$ cat src/rtl/apb_master_bridge.sv
// Single-outstanding APB3 initiator: valid/ready command in, SETUP/ACCESS on APB,
// valid/ready response out, with an optional wait-state timeout.
//
// state  | meaning
// IDLE   | cmd_ready high, waiting for a command
// SETUP  | PSEL high for exactly one cycle
// ACCESS | PSEL+PENABLE high, waiting on PREADY or timeout
// RESP   | rsp_valid high until the consumer takes it
module apb_master_bridge #(
    parameter int ADDR_WIDTH     = 32,
    parameter int DATA_WIDTH     = 32,
    parameter int TIMEOUT_CYCLES = 256
) (
    input  logic                  HCLK,
    input  logic                  HRESETn,
    input  logic                  cmd_valid,
    output logic                  cmd_ready,
    input  logic [ADDR_WIDTH-1:0] cmd_addr,
    input  logic [DATA_WIDTH-1:0] cmd_wdata,
    input  logic                  cmd_write,
    output logic                  rsp_valid,
    input  logic                  rsp_ready,
    output logic [DATA_WIDTH-1:0] rsp_rdata,
    output logic                  rsp_err,
    output logic                  rsp_timeout,
    output logic                  busy,
    output logic [ADDR_WIDTH-1:0] PADDR,
    output logic [DATA_WIDTH-1:0] PWDATA,
    output logic                  PWRITE,
    output logic                  PSEL,
    output logic                  PENABLE,
    input  logic [DATA_WIDTH-1:0] PRDATA,
    input  logic                  PREADY,
    input  logic                  PSLVERR
);

    localparam int               CNT_W     = (TIMEOUT_CYCLES > 1) ? $clog2(TIMEOUT_CYCLES) : 1;
    localparam int               TO_LAST_I = (TIMEOUT_CYCLES > 0) ? TIMEOUT_CYCLES - 1 : 0;
    localparam logic [CNT_W-1:0] TO_LAST   = CNT_W'(TO_LAST_I);
    localparam bit               TO_EN     = (TIMEOUT_CYCLES != 0);
    localparam logic [ADDR_WIDTH-1:0] ADDR_MASK = ~ADDR_WIDTH'(3);

    typedef enum logic [1:0] {
        ST_IDLE,
        ST_SETUP,
        ST_ACCESS,
        ST_RESP
    } state_t;

    state_t                r_state;
    logic [CNT_W-1:0]      r_wait_cnt;
    logic                  r_cmd_ready;
    logic                  r_rsp_valid;
    logic [DATA_WIDTH-1:0] r_rsp_rdata;
    logic                  r_rsp_err;
    logic                  r_rsp_timeout;
    logic                  r_busy;
    logic [ADDR_WIDTH-1:0] r_paddr;
    logic [DATA_WIDTH-1:0] r_pwdata;
    logic                  r_pwrite;
    logic                  r_psel;
    logic                  r_penable;

    logic w_cmd_fire;
    logic w_timeout;

    assign w_cmd_fire = r_cmd_ready & cmd_valid;
    assign w_timeout  = TO_EN && (r_wait_cnt == TO_LAST);

    always_ff @(posedge HCLK) begin
        if (!HRESETn) begin
            r_state       <= ST_IDLE;
            r_wait_cnt    <= '0;
            r_cmd_ready   <= 1'b0;
            r_rsp_valid   <= 1'b0;
            r_rsp_rdata   <= '0;
            r_rsp_err     <= 1'b0;
            r_rsp_timeout <= 1'b0;
            r_busy        <= 1'b0;
            r_paddr       <= '0;
            r_pwdata      <= '0;
            r_pwrite      <= 1'b0;
            r_psel        <= 1'b0;
            r_penable     <= 1'b0;
        end else begin
            case (r_state)
                ST_IDLE: begin
                    r_cmd_ready <= 1'b1;
                    if (w_cmd_fire) begin
                        r_paddr <= cmd_addr & ADDR_MASK;
                        if (cmd_write) begin
                            r_pwdata <= cmd_wdata;
                        end
                        r_pwrite    <= cmd_write;
                        r_cmd_ready <= 1'b0;
                        r_psel      <= 1'b1;
                        r_penable   <= 1'b0;
                        r_busy      <= 1'b1;
                        r_state     <= ST_SETUP;
                    end
                end
                ST_SETUP: begin
                    r_penable  <= 1'b1;
                    r_wait_cnt <= '0;
                    r_state    <= ST_ACCESS;
                end
                ST_ACCESS: begin
                    // PREADY wins over expiry on the same edge
                    if (PREADY) begin
                        r_rsp_rdata   <= r_pwrite ? '0 : PRDATA;
                        r_rsp_err     <= PSLVERR;
                        r_rsp_timeout <= 1'b0;
                        r_rsp_valid   <= 1'b1;
                        r_psel        <= 1'b0;
                        r_penable     <= 1'b0;
                        r_state       <= ST_RESP;
                    end else if (w_timeout) begin
                        r_rsp_rdata   <= '0;
                        r_rsp_err     <= 1'b1;
                        r_rsp_timeout <= 1'b1;
                        r_rsp_valid   <= 1'b1;
                        r_psel        <= 1'b0;
                        r_penable     <= 1'b0;
                        r_state       <= ST_RESP;
                    end else begin
                        r_wait_cnt <= r_wait_cnt + CNT_W'(1);
                    end
                end
                ST_RESP: begin
                    if (rsp_ready) begin
                        r_rsp_valid <= 1'b0;
                        r_busy      <= 1'b0;
                        r_cmd_ready <= 1'b1;
                        r_state     <= ST_IDLE;
                    end
                end
                default: begin
                    r_state <= ST_IDLE;
                end
            endcase
        end
    end

    assign cmd_ready   = r_cmd_ready;
    assign rsp_valid   = r_rsp_valid;
    assign rsp_rdata   = r_rsp_rdata;
    assign rsp_err     = r_rsp_err;
    assign rsp_timeout = r_rsp_timeout;
    assign busy        = r_busy;
    assign PADDR       = r_paddr;
    assign PWDATA      = r_pwdata;
    assign PWRITE      = r_pwrite;
    assign PSEL        = r_psel;
    assign PENABLE     = r_penable;

endmodule

$ cat config.mk
export PLATFORM = sky130hd
export DESIGN_NAME = apb_master_bridge
export DESIGN_NICKNAME = d
export VERILOG_FILES = /design/src/rtl/apb_master_bridge.sv
export SDC_FILE = /design/constraint.sdc
export NUM_CORES = 1
export LEC_CHECK = 0
export ABC_AREA = 1
export CORE_MARGIN = 4
export CORE_UTILIZATION = 45
export CTS_BUF_LIST = sky130_fd_sc_hd__clkbuf_2 sky130_fd_sc_hd__clkbuf_4 sky130_fd_sc_hd__clkbuf_8
export DETAILED_ROUTE_END_ITERATION = 10
export GPL_TIMING_DRIVEN = 0
export PLACE_DENSITY = 0.88
export SLEW_MARGIN = 20
export SYNTH_ARGS = -nofsm -noshare
export SYNTH_HDL_FRONTEND = slang
export SYNTH_SLANG_ARGS = --single-unit
$ cat constraint.sdc
create_clock -name HCLK -period 3.9 [get_ports HCLK]
set_input_delay 0.78 -clock HCLK [delete_from_list [all_inputs] [get_ports HCLK]]
set_output_delay 0.78 -clock HCLK [all_outputs]
set_load 0.01 [all_outputs]
Word-level counts from Yosys, hierarchy flattened
Index checks and enable logic that the tools add are counted.
{ "word_totals": {"reg_bits": 112, "in_bits": 103, "output_inout_bits": 104} }
{ "classes": {"addsub": 1, "n_eq_ne": 9, "mux": 27, "n_bitwise": 1, "n_reduce_logical": 17} }
{ "op_table": {"columns": ["operator", "count"], "rows": [
  ["two-way mux 32 bit", 3],
  ["AND reduction 3 bit", 7],
  ["two-way mux 8 bit", 2],
  ["one-hot mux 8 bit (2 select lines)", 1],
  ["two-way mux 1 bit", 11],
  ["nonzero test 2 bit", 5],
  ["adder 8 x 1 -> 8 bit (second input constant)", 1],
  ["equality test 8 bit (second input constant)", 1],
  ["two-way mux 2 bit", 4],
  ["inequality test 2 bit (second input constant)", 4],
  ["one-hot mux 1 bit (2 select lines)", 4],
  ["one-hot mux 2 bit (4 select lines)", 1],
  ["AND reduction 2 bit", 3],
  ["equality test 2 bit (second input constant)", 2],
  ["inequality test 3 bit (second input constant)", 1],
  ["one-hot mux 1 bit (3 select lines)", 1],
  ["nonzero test 3 bit", 1],
  ["equality test 2 x 1 -> 1 bit (second input constant)", 1],
  ["zero test 2 bit", 1],
  ["bitwise AND 1 bit", 1]
]} }

Longest topological paths before layout
{ "depth": {"word_depth": 4, "mapped_depth": 10, "mapped_depth_nobuf": 9} }

Worst setup path before layout
Ideal clock, no wire load.
{ "synth_path": {"path_kind": "input port to flip-flop", "start": "input port PREADY", "end": "register r_rsp_rdata[10], in the netlist rsp_rdata[10]", "setup_ps": 65, "arrival_ps": 1597, "t_required_ps": 3835, "slack_ps": 2238, "stages": 7, "path_buffers": 1, "cell_sequence": "inv_1 > nor2_1 > clkbuf_1 > nand2_1 > nand2_1 > o21ai_0 > nor2_1"} }
{ "synth_between": {"elab_chain_len": 2, "word_cells_on_any_way": 3, "classes_between": "mux: 1; reduce/logical: 2"} }
{ "synth_rtl": {"columns": ["element", "line_no", "source"], "rows": [
  ["start: declaration", "33", "input logic PREADY,"],
  ["nonzero test 2 bit (no source line)", null, null],
  ["AND reduction 2 bit (no source line)", null, null],
  ["end signal: assignment", "110", "r_rsp_rdata <= r_pwrite ? '0 : PRDATA;"],
  ["end: declaration", "54", "logic [DATA_WIDTH-1:0] r_rsp_rdata;"]
]} }
Several ways; a longest one is shown, not always the timed one.
A chain may end at the register's enable or synchronous reset.

Worst setup path in the final report
{ "layout_path": {"start": "input port cmd_valid", "end": "register r_pwdata[17], in the netlist PWDATA[17]"} }
{ "layout_between": {"elab_chain_len": 2} }
{ "layout_rtl": {"columns": ["element", "line_no", "source"], "rows": [
  ["start: declaration", "16", "input logic cmd_valid,"],
  ["bitwise AND 1 bit", "67", "assign w_cmd_fire = r_cmd_ready & cmd_valid;"],
  ["AND reduction 3 bit (no source line)", null, null],
  ["end signal: assignment", "92", "r_pwdata <= cmd_wdata;"],
  ["end: declaration", "59", "logic [DATA_WIDTH-1:0] r_pwdata;"]
]} }
Every way passes these cells.

==> run metrics <==
outcome=completed; number of port buffers=roughly 200; top post-synthesis cells by area=dfxtp_1, nor2_1, o21ai_0; antenna diode count=0; Ys Warns=0; via count of the first global-routing pass=between 4000 and 5000; 1st-pass router iterations=5; hold path startpoint=busy$_SDFFE_PN0P_; top_reg_cell synth=dfxtp_1; IO Count=about 210; drt drc=0; Die ar.=11300 µm²; endpoint class of the critical path=flip-flop; Core ar.=between 9000 and 10000 µm²; fin crit share=0.555; hold depth=2; initial DRC count=210; number of antenna violations at the first check in global routing=0; post-CTS setup repair buffer count=0; routed len/inst=between 10 and 15 µm; Highest Clock Rate=around 0.46 GHz; TritonCTS clock tree=done; CTS Buf Count=9; CTS max path bufs=2; die height=~110 µm; final WL=around 13 mm; worst skew pair latency=approximately 0.37 ns; HP Class=flip-flop to flip-flop; R2R cell count=8; cell area power density=slightly above 500 nW/µm²; antenna-violating nets left=0; worst vdd ir=0.341 mV; total clock sinks=around 110; Area Overhead vs Synth=54.3%; H-tree levels=3; Async SR Flop Fraction=0; Worst EP arrival=2.42 ns; final hold slack=0.484 ns; Die X=106 µm; Root Buffer=clkbuf_8; Slew HR=0.633; Max FO, Critical Path=10; first-pass GRT wire length=~22 mm; max cap viols=0; Leak=around 0.0026 µW; via count=approximately 4600; leading area contributor after synthesis=dfxtp_1; Seq/Total Area, Yosys=0.515; final-stage net count=between 900 and 1000; Vias/cell=just under 5; Final min period=approximately 2.2 ns; Synth Area per Inst=around 7.4 µm²; Reg clk slew, reported paths=0.11 ns; Req. time, crit path=4.16 ns; Yosys cell types=24; Worst Hold Path EP=busy$_SDFFE_PN0P_; Setup-failing EPs final=0; number of synthesized flops with an enable pin=0; Seq cells post-synth=between 100 and 150; Max Slew Vio Count=0; GP Congestion=0.827; RSZ-0062 raised after global routing=no; Commonest cells post-synth=nor2_1, dfxtp_1, nand2_1; worst slew pin tran=0.551 ns; post-synth top area share=0.515; Mapped Area=around 4400 µm²; layout cells sized above 1=0.0459; DP HPWL=10.4 mm; remaining global-route overflow=0; Worst R2R End=PWDATA[17]$_SDFFE_PN0P_; CP startpoint kind=primary input; final hold viol count=0; most frequent cell after synthesis=nor2_1; row count=35; worst flop-to-flop path startpoint=r_state[1]$_SDFFE_PN0P_; gr usage total=0.233; r2r setup slk=1.93 ns; clock skew=0.0154 ns; Post-Syn Instances=between 500 and 600; sum of negative setup slack=0 ns; Starting Density=0.466; critical path type=primary input to flip-flop; largest net degree at the start of global routing=20; Post-CTS Hold Buffers=0; PostCTS Resize Cnt=0
-- layout by cell type, fill, tap and decap left out, drive strengths merged --
cell type	instances
nand3	16
o31ai	1
clkdlybuf4s50	201
nand4	4
clkinv	1
o21ai	100
ha	7
inv	24
o21bai	1
a21boi	2
nor2	179
nand2	94
clkbuf	35
buf	14
a21oi	13
conb	2
dfxtp	112
-- cell type report --
class                      count  area, µm²
multi-input combinational    419       1850
buffer                        38        190
sequential                   112       2240
fill                         736       2620
clock inverter                 5       46.3
timing repair buffer         201       2010
inverter                      20       75.1
clock buffer                  11        139
tap                          129        161
-- worst max path at each step --
stage	startpoint	to	slack [ns]	cells past startpoint
floorplan	PREADY	rsp_rdata[10]$_SDFFE_PN0P_	2.24	7
global placement	cmd_valid	PWDATA[15]$_SDFFE_PN0P_	1.45	7
detailed placement	PREADY	rsp_rdata[23]$_SDFFE_PN0P_	1.39	8
CTS	PREADY	rsp_rdata[23]$_SDFFE_PN0P_	1.77	8
global route	PREADY	rsp_rdata[23]$_SDFFE_PN0P_	1.58	8
finish	cmd_valid	PWDATA[17]$_SDFFE_PN0P_	1.73	7
-- flip-flops by register name (all words and copies together), names as in the netlist --
name and cells:
busy 1, rsp_timeout 1, rsp_err 1, PWDATA 32, cmd_ready 1, r_state 2, rsp_rdata 32, PADDR 30
PENABLE 1, rsp_valid 1, r_wait_cnt 8, PWRITE 1, PSEL 1
-- where the power goes --
part	switching, µW	internal (µW)	total (µW)
registers	119	1360	1480
logic	614	632	1250
clock network	405	262	667
-- metrics by stage --
stage	utilization	worst slack, ns	cell area [µm²]	total power [µW]	instances
global placement	0.700	1.45	6530	2700	919
finish	0.720	1.73	6710	3390	935
global route	0.720	1.58	6710	3600	935
detailed placement	0.700	1.39	6530	2750	919
floorplan	-	2.24	4350	2080	589
CTS	0.720	1.77	6710	3410	935
-- critical path, stage by stage --
cell and delay [ns]:
clkdlybuf4s50_1 0.45, nand2_1 0.08, nor2_2 0.30, nand2_1 0.23
clkbuf_1 0.28, o21ai_0 0.23, nor2_1 0.07
-- kinds of logic after synthesis --
kind of cell	share of synthesized area
flops	0.515
fa+ha+maj	0.0201
buf+inv	0.0610
other cells	0.000862
simple gates	0.263
compound gates	0.139
-- metal layers --
metal  share of wire  vias up  global-route usage
li1                -     2290                   -
met1            0.39     2064               0.265
met2            0.51      180               0.414
met3           0.072       35              0.0613
met4           0.035        0              0.0916
met5               0        -                   0
Note: power is estimated with default switching activity, not from simulation.
